### config.mk
export PLATFORM = sky130hd
export DESIGN_NAME = rsp_frame_tx
export DESIGN_NICKNAME = d
export VERILOG_FILES = /design/src/rtl/rsp_frame_tx_pkg.sv /design/src/rtl/rsp_frame_tx.sv
export SDC_FILE = /design/constraint.sdc
export NUM_CORES = 1
export LEC_CHECK = 0
export BUFFER_PORTS_ARGS = -buffer_cell sky130_fd_sc_hd__buf_2
export CORE_MARGIN = 2
export CORE_UTILIZATION = 51
export CTS_BUF_LIST = sky130_fd_sc_hd__clkbuf_8
export CTS_CLUSTER_DIAMETER = 50
export DETAILED_ROUTE_END_ITERATION = 8
export PLACE_DENSITY = 0.86
export SKIP_LAST_GASP = 1
export SYNTH_ARGS = -nofsm -noshare
export SYNTH_HDL_FRONTEND = slang
export SYNTH_SLANG_ARGS = --single-unit
export TNS_END_PERCENT = 1
### constraint.sdc
create_clock -name clk -period 2.2 [get_ports clk]
set_clock_uncertainty 0.15 [all_clocks]
set_input_delay 0.33 -clock clk [delete_from_list [all_inputs] [get_ports clk]]
set_output_delay 0.33 -clock clk [all_outputs]
set_load 0.01 [all_outputs]
### src/rtl/rsp_frame_tx_pkg.sv
// Shared constants for the response-frame transmitter: frame delimiters,
// byte type, FSM state and frame phase encodings.
package rsp_frame_tx_pkg;

  localparam logic TRUE  = 1'b1;
  localparam logic FALSE = 1'b0;

  typedef logic [7:0] data_t;

  localparam data_t START_CMD = 8'hFE;
  localparam data_t END_CMD   = 8'hEF;

  localparam int unsigned ST_W = 3;
  localparam int unsigned PH_W = 3;

  // Main FSM states
  localparam logic [ST_W-1:0] ST_IDLE      = 3'd0;
  localparam logic [ST_W-1:0] ST_SELECT    = 3'd1;
  localparam logic [ST_W-1:0] ST_FETCH     = 3'd2;
  localparam logic [ST_W-1:0] ST_CAPTURE   = 3'd3;
  localparam logic [ST_W-1:0] ST_KICK      = 3'd4;
  localparam logic [ST_W-1:0] ST_WAIT_ACK  = 3'd5;
  localparam logic [ST_W-1:0] ST_WAIT_DONE = 3'd6;

  // Frame phases, in transmission order
  localparam logic [PH_W-1:0] PH_SOF     = 3'd0;
  localparam logic [PH_W-1:0] PH_LEN     = 3'd1;
  localparam logic [PH_W-1:0] PH_CMD     = 3'd2;
  localparam logic [PH_W-1:0] PH_PAYLOAD = 3'd3;
  localparam logic [PH_W-1:0] PH_CSUM    = 3'd4;
  localparam logic [PH_W-1:0] PH_EOF     = 3'd5;

endpackage

### src/rtl/rsp_frame_tx.sv
// Response-frame transmitter: serialises FE, LEN, CMD, payload, [CSUM], EF
// into a UART transmitter using a start/busy handshake.
// Optional feature macro: RSP_CHECKSUM_EN adds an XOR checksum byte before EF.
module rsp_frame_tx
  import rsp_frame_tx_pkg::*;
#(
  parameter int unsigned MAX_LEN = 16,
  parameter int unsigned LEN_W   = $clog2(MAX_LEN + 1),
  parameter int unsigned ADDR_W  = $clog2(MAX_LEN)
) (
  input  logic              clk,
  input  logic              rst,
  input  logic              send,
  input  logic [7:0]        rsp_cmd,
  input  logic [LEN_W-1:0]  rsp_len,
  output logic              busy,
  output logic              done,
  output logic              pl_rd_en,
  output logic [ADDR_W-1:0] pl_rd_addr,
  input  logic [7:0]        pl_rd_data,
  output logic [7:0]        tx_data,
  output logic              tx_start,
  input  logic              tx_busy
);

`ifdef RSP_CHECKSUM_EN
  localparam logic [PH_W-1:0] PH_AFTER_PL = PH_CSUM;
`else
  localparam logic [PH_W-1:0] PH_AFTER_PL = PH_EOF;
`endif

  logic [ST_W-1:0]   state_q, state_d;
  logic [PH_W-1:0]   phase_q, phase_d;
  logic [ADDR_W-1:0] idx_q, idx_d;
  logic [LEN_W-1:0]  len_q, len_d;
  data_t             cmd_q, cmd_d;
  data_t             tx_data_d;
  logic              busy_d, done_d, rd_en_d;
  logic [ADDR_W-1:0] rd_addr_d;
`ifdef RSP_CHECKSUM_EN
  data_t             csum_q, csum_d;
`endif

  // State and registered outputs
  always_ff @(posedge clk or negedge rst) begin
    if (!rst) begin
      state_q    <= ST_IDLE;
      phase_q    <= PH_SOF;
      idx_q      <= '0;
      len_q      <= '0;
      cmd_q      <= '0;
      tx_data    <= '0;
      busy       <= FALSE;
      done       <= FALSE;
      pl_rd_en   <= FALSE;
      pl_rd_addr <= '0;
`ifdef RSP_CHECKSUM_EN
      csum_q     <= '0;
`endif
    end else begin
      state_q    <= state_d;
      phase_q    <= phase_d;
      idx_q      <= idx_d;
      len_q      <= len_d;
      cmd_q      <= cmd_d;
      tx_data    <= tx_data_d;
      busy       <= busy_d;
      done       <= done_d;
      pl_rd_en   <= rd_en_d;
      pl_rd_addr <= rd_addr_d;
`ifdef RSP_CHECKSUM_EN
      csum_q     <= csum_d;
`endif
    end
  end

  // Next-state, byte selection and handshake decode
  always_comb begin
    state_d   = state_q;
    phase_d   = phase_q;
    idx_d     = idx_q;
    len_d     = len_q;
    cmd_d     = cmd_q;
    tx_data_d = tx_data;
    busy_d    = busy;
    done_d    = FALSE;
    rd_en_d   = FALSE;
    rd_addr_d = pl_rd_addr;
    tx_start  = FALSE;
`ifdef RSP_CHECKSUM_EN
    csum_d    = csum_q;
`endif

    case (state_q)
      ST_IDLE: begin
        // The done cycle itself does not accept a new request
        if (send && !done) begin
          cmd_d   = rsp_cmd;
          len_d   = (rsp_len > LEN_W'(MAX_LEN)) ? LEN_W'(MAX_LEN) : rsp_len;
          idx_d   = '0;
          phase_d = PH_SOF;
          busy_d  = TRUE;
          state_d = ST_SELECT;
`ifdef RSP_CHECKSUM_EN
          csum_d  = '0;
`endif
        end
      end

      ST_SELECT: begin
        state_d = ST_KICK;
        case (phase_q)
          PH_SOF: tx_data_d = START_CMD;
          PH_LEN: begin
            tx_data_d = 8'(len_q);
`ifdef RSP_CHECKSUM_EN
            csum_d    = csum_q ^ 8'(len_q);
`endif
          end
          PH_CMD: begin
            tx_data_d = cmd_q;
`ifdef RSP_CHECKSUM_EN
            csum_d    = csum_q ^ cmd_q;
`endif
          end
          PH_PAYLOAD: begin
            rd_en_d   = TRUE;
            rd_addr_d = idx_q;
            state_d   = ST_FETCH;
          end
`ifdef RSP_CHECKSUM_EN
          PH_CSUM: tx_data_d = csum_q;
`endif
          default: tx_data_d = END_CMD;
        endcase
      end

      ST_FETCH: state_d = ST_CAPTURE;

      ST_CAPTURE: begin
        tx_data_d = pl_rd_data;
`ifdef RSP_CHECKSUM_EN
        csum_d    = csum_q ^ pl_rd_data;
`endif
        state_d   = ST_KICK;
      end

      ST_KICK: begin
        if (!tx_busy) begin
          tx_start = TRUE;
          state_d  = ST_WAIT_ACK;
        end
      end

      ST_WAIT_ACK: begin
        if (tx_busy) state_d = ST_WAIT_DONE;
      end

      ST_WAIT_DONE: begin
        if (!tx_busy) begin
          state_d = ST_SELECT;
          case (phase_q)
            PH_SOF: phase_d = PH_LEN;
            PH_LEN: phase_d = PH_CMD;
            PH_CMD: phase_d = (len_q == '0) ? PH_AFTER_PL : PH_PAYLOAD;
            PH_PAYLOAD: begin
              if (LEN_W'(idx_q) + LEN_W'(1) == len_q) phase_d = PH_AFTER_PL;
              else idx_d = idx_q + ADDR_W'(1);
            end
`ifdef RSP_CHECKSUM_EN
            PH_CSUM: phase_d = PH_EOF;
`endif
            default: begin
              done_d  = TRUE;
              busy_d  = FALSE;
              phase_d = PH_SOF;
              state_d = ST_IDLE;
            end
          endcase
        end
      end

      default: state_d = ST_IDLE;
    endcase
  end

endmodule
==> flow_metrics.py <==
metrics = {
    "status": {
        "outcome": "complete, but fails checks",
        "failed_checks": "hold timing",
    },
    "sta": {
        "final_min_period_over_clock_period": 0.9525,
        "fin_setup_tns_ns": 0,
        "measured_slew_at_the_worst_slew_check_pin_ns": 0.8121,
        "fin_hold_ws_ns": -0.01610,
        "maxSlewHeadroom": 0.4586,
        "grt_setup_unrepaired": "false",
        "post-route-min-period_ns": 2.096,
        "timing.final.max_slew_violations": 0,
        "number_of_failing_hold_endpoints_at_the_final_stage": 38,
        "report.final.setup_viol": 0,
        "max_freq_mhz": 477.2,
    },
    "worst_setup_path": {
        "critical_path.max_fanout": 8,
        "reg2reg_setup_slack_ns": 0.10,
        "worst-setup-path-type": "register to register",
        "crit_path_start": "idx_q[1]$_DFFE_PN0P_",
        "worst_setup_path_start_kind": "register",
        "worst-endpoint-arrival_ns": 2.12,
        "worstSetupEndpointType": "register",
        "required_ns": 2.23,
        "r2r-start": "idx_q[1]$_DFFE_PN0P_",
    },
    "run": {
        "max_cap_violations": 0,
    },
    "drt": {
        "routedWlPerCell_microns": 14.79,
        "via_count": 1625,
        "drt.antenna.violating_nets": 0,
        "vias_per_cell": 5.742,
        "route.final.wire_length_microns": 4186,
        "detailedRoute.firstPassIterationCount": 4,
        "total_drc_errors_in_the_routed_layout": 0,
        "first_iter_violations": 75,
    },
    "place": {
        "dpl.hpwl_microns": 3074,
        "gpl.final_weighted_congestion": 0.8433,
        "numPortBuffers": 40,
    },
    "logic_synthesis": {
        "synth.net_count": 210,
        "seq_area_frac_synth": 0.4807,
        "ys.warnings.count": 0,
        "synthDistinctLibCells": 42,
        "synth-seq-cells": 38,
        "synth.cell_area_sq_mm": 0.001978,
        "avgSynthCellArea_sq_um": 10.75,
        "syn_inst": 184,
    },
    "grt": {
        "track_usage": 0.2107,
        "first_global_vias": 1516,
        "maximum_number_of_pins_on_one_net_before_global_route_repair": 39,
        "grt_pass1_wl_microns": 6920,
        "antenna_found_initial": 0,
        "grt-ovfl-total": 0,
    },
    "clocking": {
        "post_cts_resized": 0,
        "worstSkewPairLatency_ns": 0.29,
        "clkSlewWorstSetupHoldPaths_ns": 0.07,
        "cts_max_level": 2,
        "cts_setup_buffers": 0,
        "post_cts_hold_buffer_count": 0,
        "cts_root_buf": "clkbuf_8",
        "clock-sinks": 38,
        "tritoncts": "built",
        "tritoncts.num_buffers": 5,
        "cts_buffer_depth": 2,
    },
    "die": {
        "placementRows": 22,
        "fp.dieW_microns": 66.28,
        "die_area_sq_mm": 0.004393,
        "dieHeight_microns": 66.28,
        "floorplan.core_area_sq_mm": 0.003689,
        "num_io_pins": 41,
        "start_util": 0.5363,
    },
    "min_path": {
        "hp-class": "input port to asynchronous set/reset pin",
    },
    "layout": {
        "area_growth_syn_to_layout_pct": 19.73,
        "num_antenna_cells": 0,
        "num-nets-final": 260,
        "mostFrequentLayoutCells": "buf_2 (40), dfrtp_1 (38), o21ai_0 (16)",
        "drive_above_1_share": 0.3574,
        "layout.cells.most_common": "buf_2",
    },
    "pwr": {
        "ir_drop_mv": 0.4687,
        "p_per_area_mw_per_mm2": 1067,
        "fin_total_pwr_uw": 2527,
        "p_leak_uw": 0.001117,
    },
}
==> power breakdown <==
group          leakage (uW)  total [uW]  internal, uW  switching [uW]
Combinational      0.000599         962           503             459
Clock             0.0000524         477           248             229
Sequential         0.000466        1090           903             185
Total               0.00112        2530          1650             872
==> layer usage <==
layer | wire length [microns] | global-route usage
met5 | 0 | 0
met4 | 102 | 0.09694
met3 | 204 | 0.06303
met2 | 2034 | 0.3275
met1 | 1844 | 0.2690
==> sequential cells by signal, summed over array words and instances (netlist names) <==
| signal | flops |
|---|---|
| idx_q | 4 |
| phase_q | 3 |
| busy | 1 |
| cmd_q | 8 |
| done | 1 |
| state_q | 3 |
| len_q | 5 |
| pl_rd_en | 1 |
| pl_rd_addr | 4 |
| tx_data | 8 |
==> cells in the mapped netlist (all sizes together) <==
library cell / instances / area share
a2111oi: 1 / 0.0076
a21o: 3 / 0.011
a21oi: 12 / 0.038
a22oi: 1 / 0.0038
a31oi: 1 / 0.0032
a32o: 3 / 0.015
a32oi: 2 / 0.0089
and2: 3 / 0.0095
and3: 4 / 0.013
and3b: 1 / 0.0044
buf: 2 / 0.0082
clkbuf: 4 / 0.0076
dfrtp: 38 / 0.48
ha: 1 / 0.0063
inv: 5 / 0.0095
mux2: 14 / 0.097
nand2: 15 / 0.030
nand2b: 8 / 0.025
nand3: 4 / 0.010
nand3b: 1 / 0.0038
nand4: 1 / 0.0032
nor2: 7 / 0.013
nor2b: 7 / 0.022
nor3: 5 / 0.013
nor3b: 6 / 0.023
nor4: 1 / 0.0032
o2111ai: 1 / 0.0076
o211ai: 1 / 0.0038
o21a: 1 / 0.0038
o21ai: 16 / 0.040
o221a: 7 / 0.040
o22ai: 2 / 0.0063
o31ai: 1 / 0.0038
or4b: 1 / 0.0070
xnor2: 3 / 0.013
xor2: 1 / 0.0044
==> per-stage QoR <==
| step | worst slack [ns] | area, sq um | utilization | std cells |
|---|---|---|---|---|
| 4_1_cts | 0.05111 | 2369 | 0.6421 | 283 |
| 3_3_place_gp | 0.1307 | 2277 | 0.6174 | 275 |
| 6_report | 0.1045 | 2369 | 0.6421 | 283 |
| 3_5_place_dp | 0.06316 | 2277 | 0.6174 | 275 |
| 5_1_grt | 0.007145 | 2369 | 0.6421 | 283 |
| 2_1_floorplan | 0.009735 | 1981 | - | 184 |
==> critical path: stages (launching register included) <==
cell and delay (ns):
dfrtp_1 0.39, ha_2 0.22, and2_1 0.17, a2111oi_2 0.33, o2111ai_2 0.17, buf_4 0.20
and2_1 0.16, a32o_1 0.21
==> path summary, 6_finish.rpt <==
path,cells past startpoint,to
max,7,idx_q[1]$_DFFE_PN0P_
min,1,state_q[1]$_DFFE_PN0P_
max reg2reg,7,idx_q[1]$_DFFE_PN0P_
min reg2reg,1,pl_rd_addr[1]$_DFFE_PN0P_
max in group asynchronous,1,phase_q[0]$_DFFE_PN0P_
min in group clk,2,cmd_q[3]$_DFFE_PN0P_
==> cell families (layout without fill, tap and decap cells) <==
| kind of cell | count (synthesis) | in the layout | synth area share |
|---|---|---|---|
| and+or+nand+nor | 64 | 64 | 0.1796 |
| AOI/OAI and AO/OA | 52 | 52 | 0.1936 |
| DFF | 38 | 38 | 0.4807 |
| muxes | 14 | 14 | 0.09677 |
| buffers and inverters | 11 | 62 | 0.02530 |
| xor gates and xnor gates | 4 | 4 | 0.01771 |
| adders and majority gates | 1 | 1 | 0.006324 |
==> final cells by class <==
type	instances	area, sq um
inverters	5	18.77
flip-flops and latches	38	950.9
clock buffers	6	82.58
repair buffers	49	267.8
well taps	48	60.06
fillers	304	1320
multi-input cells	135	979.7
clock inverters	2	8.758
(Power assumes the default switching activity.)
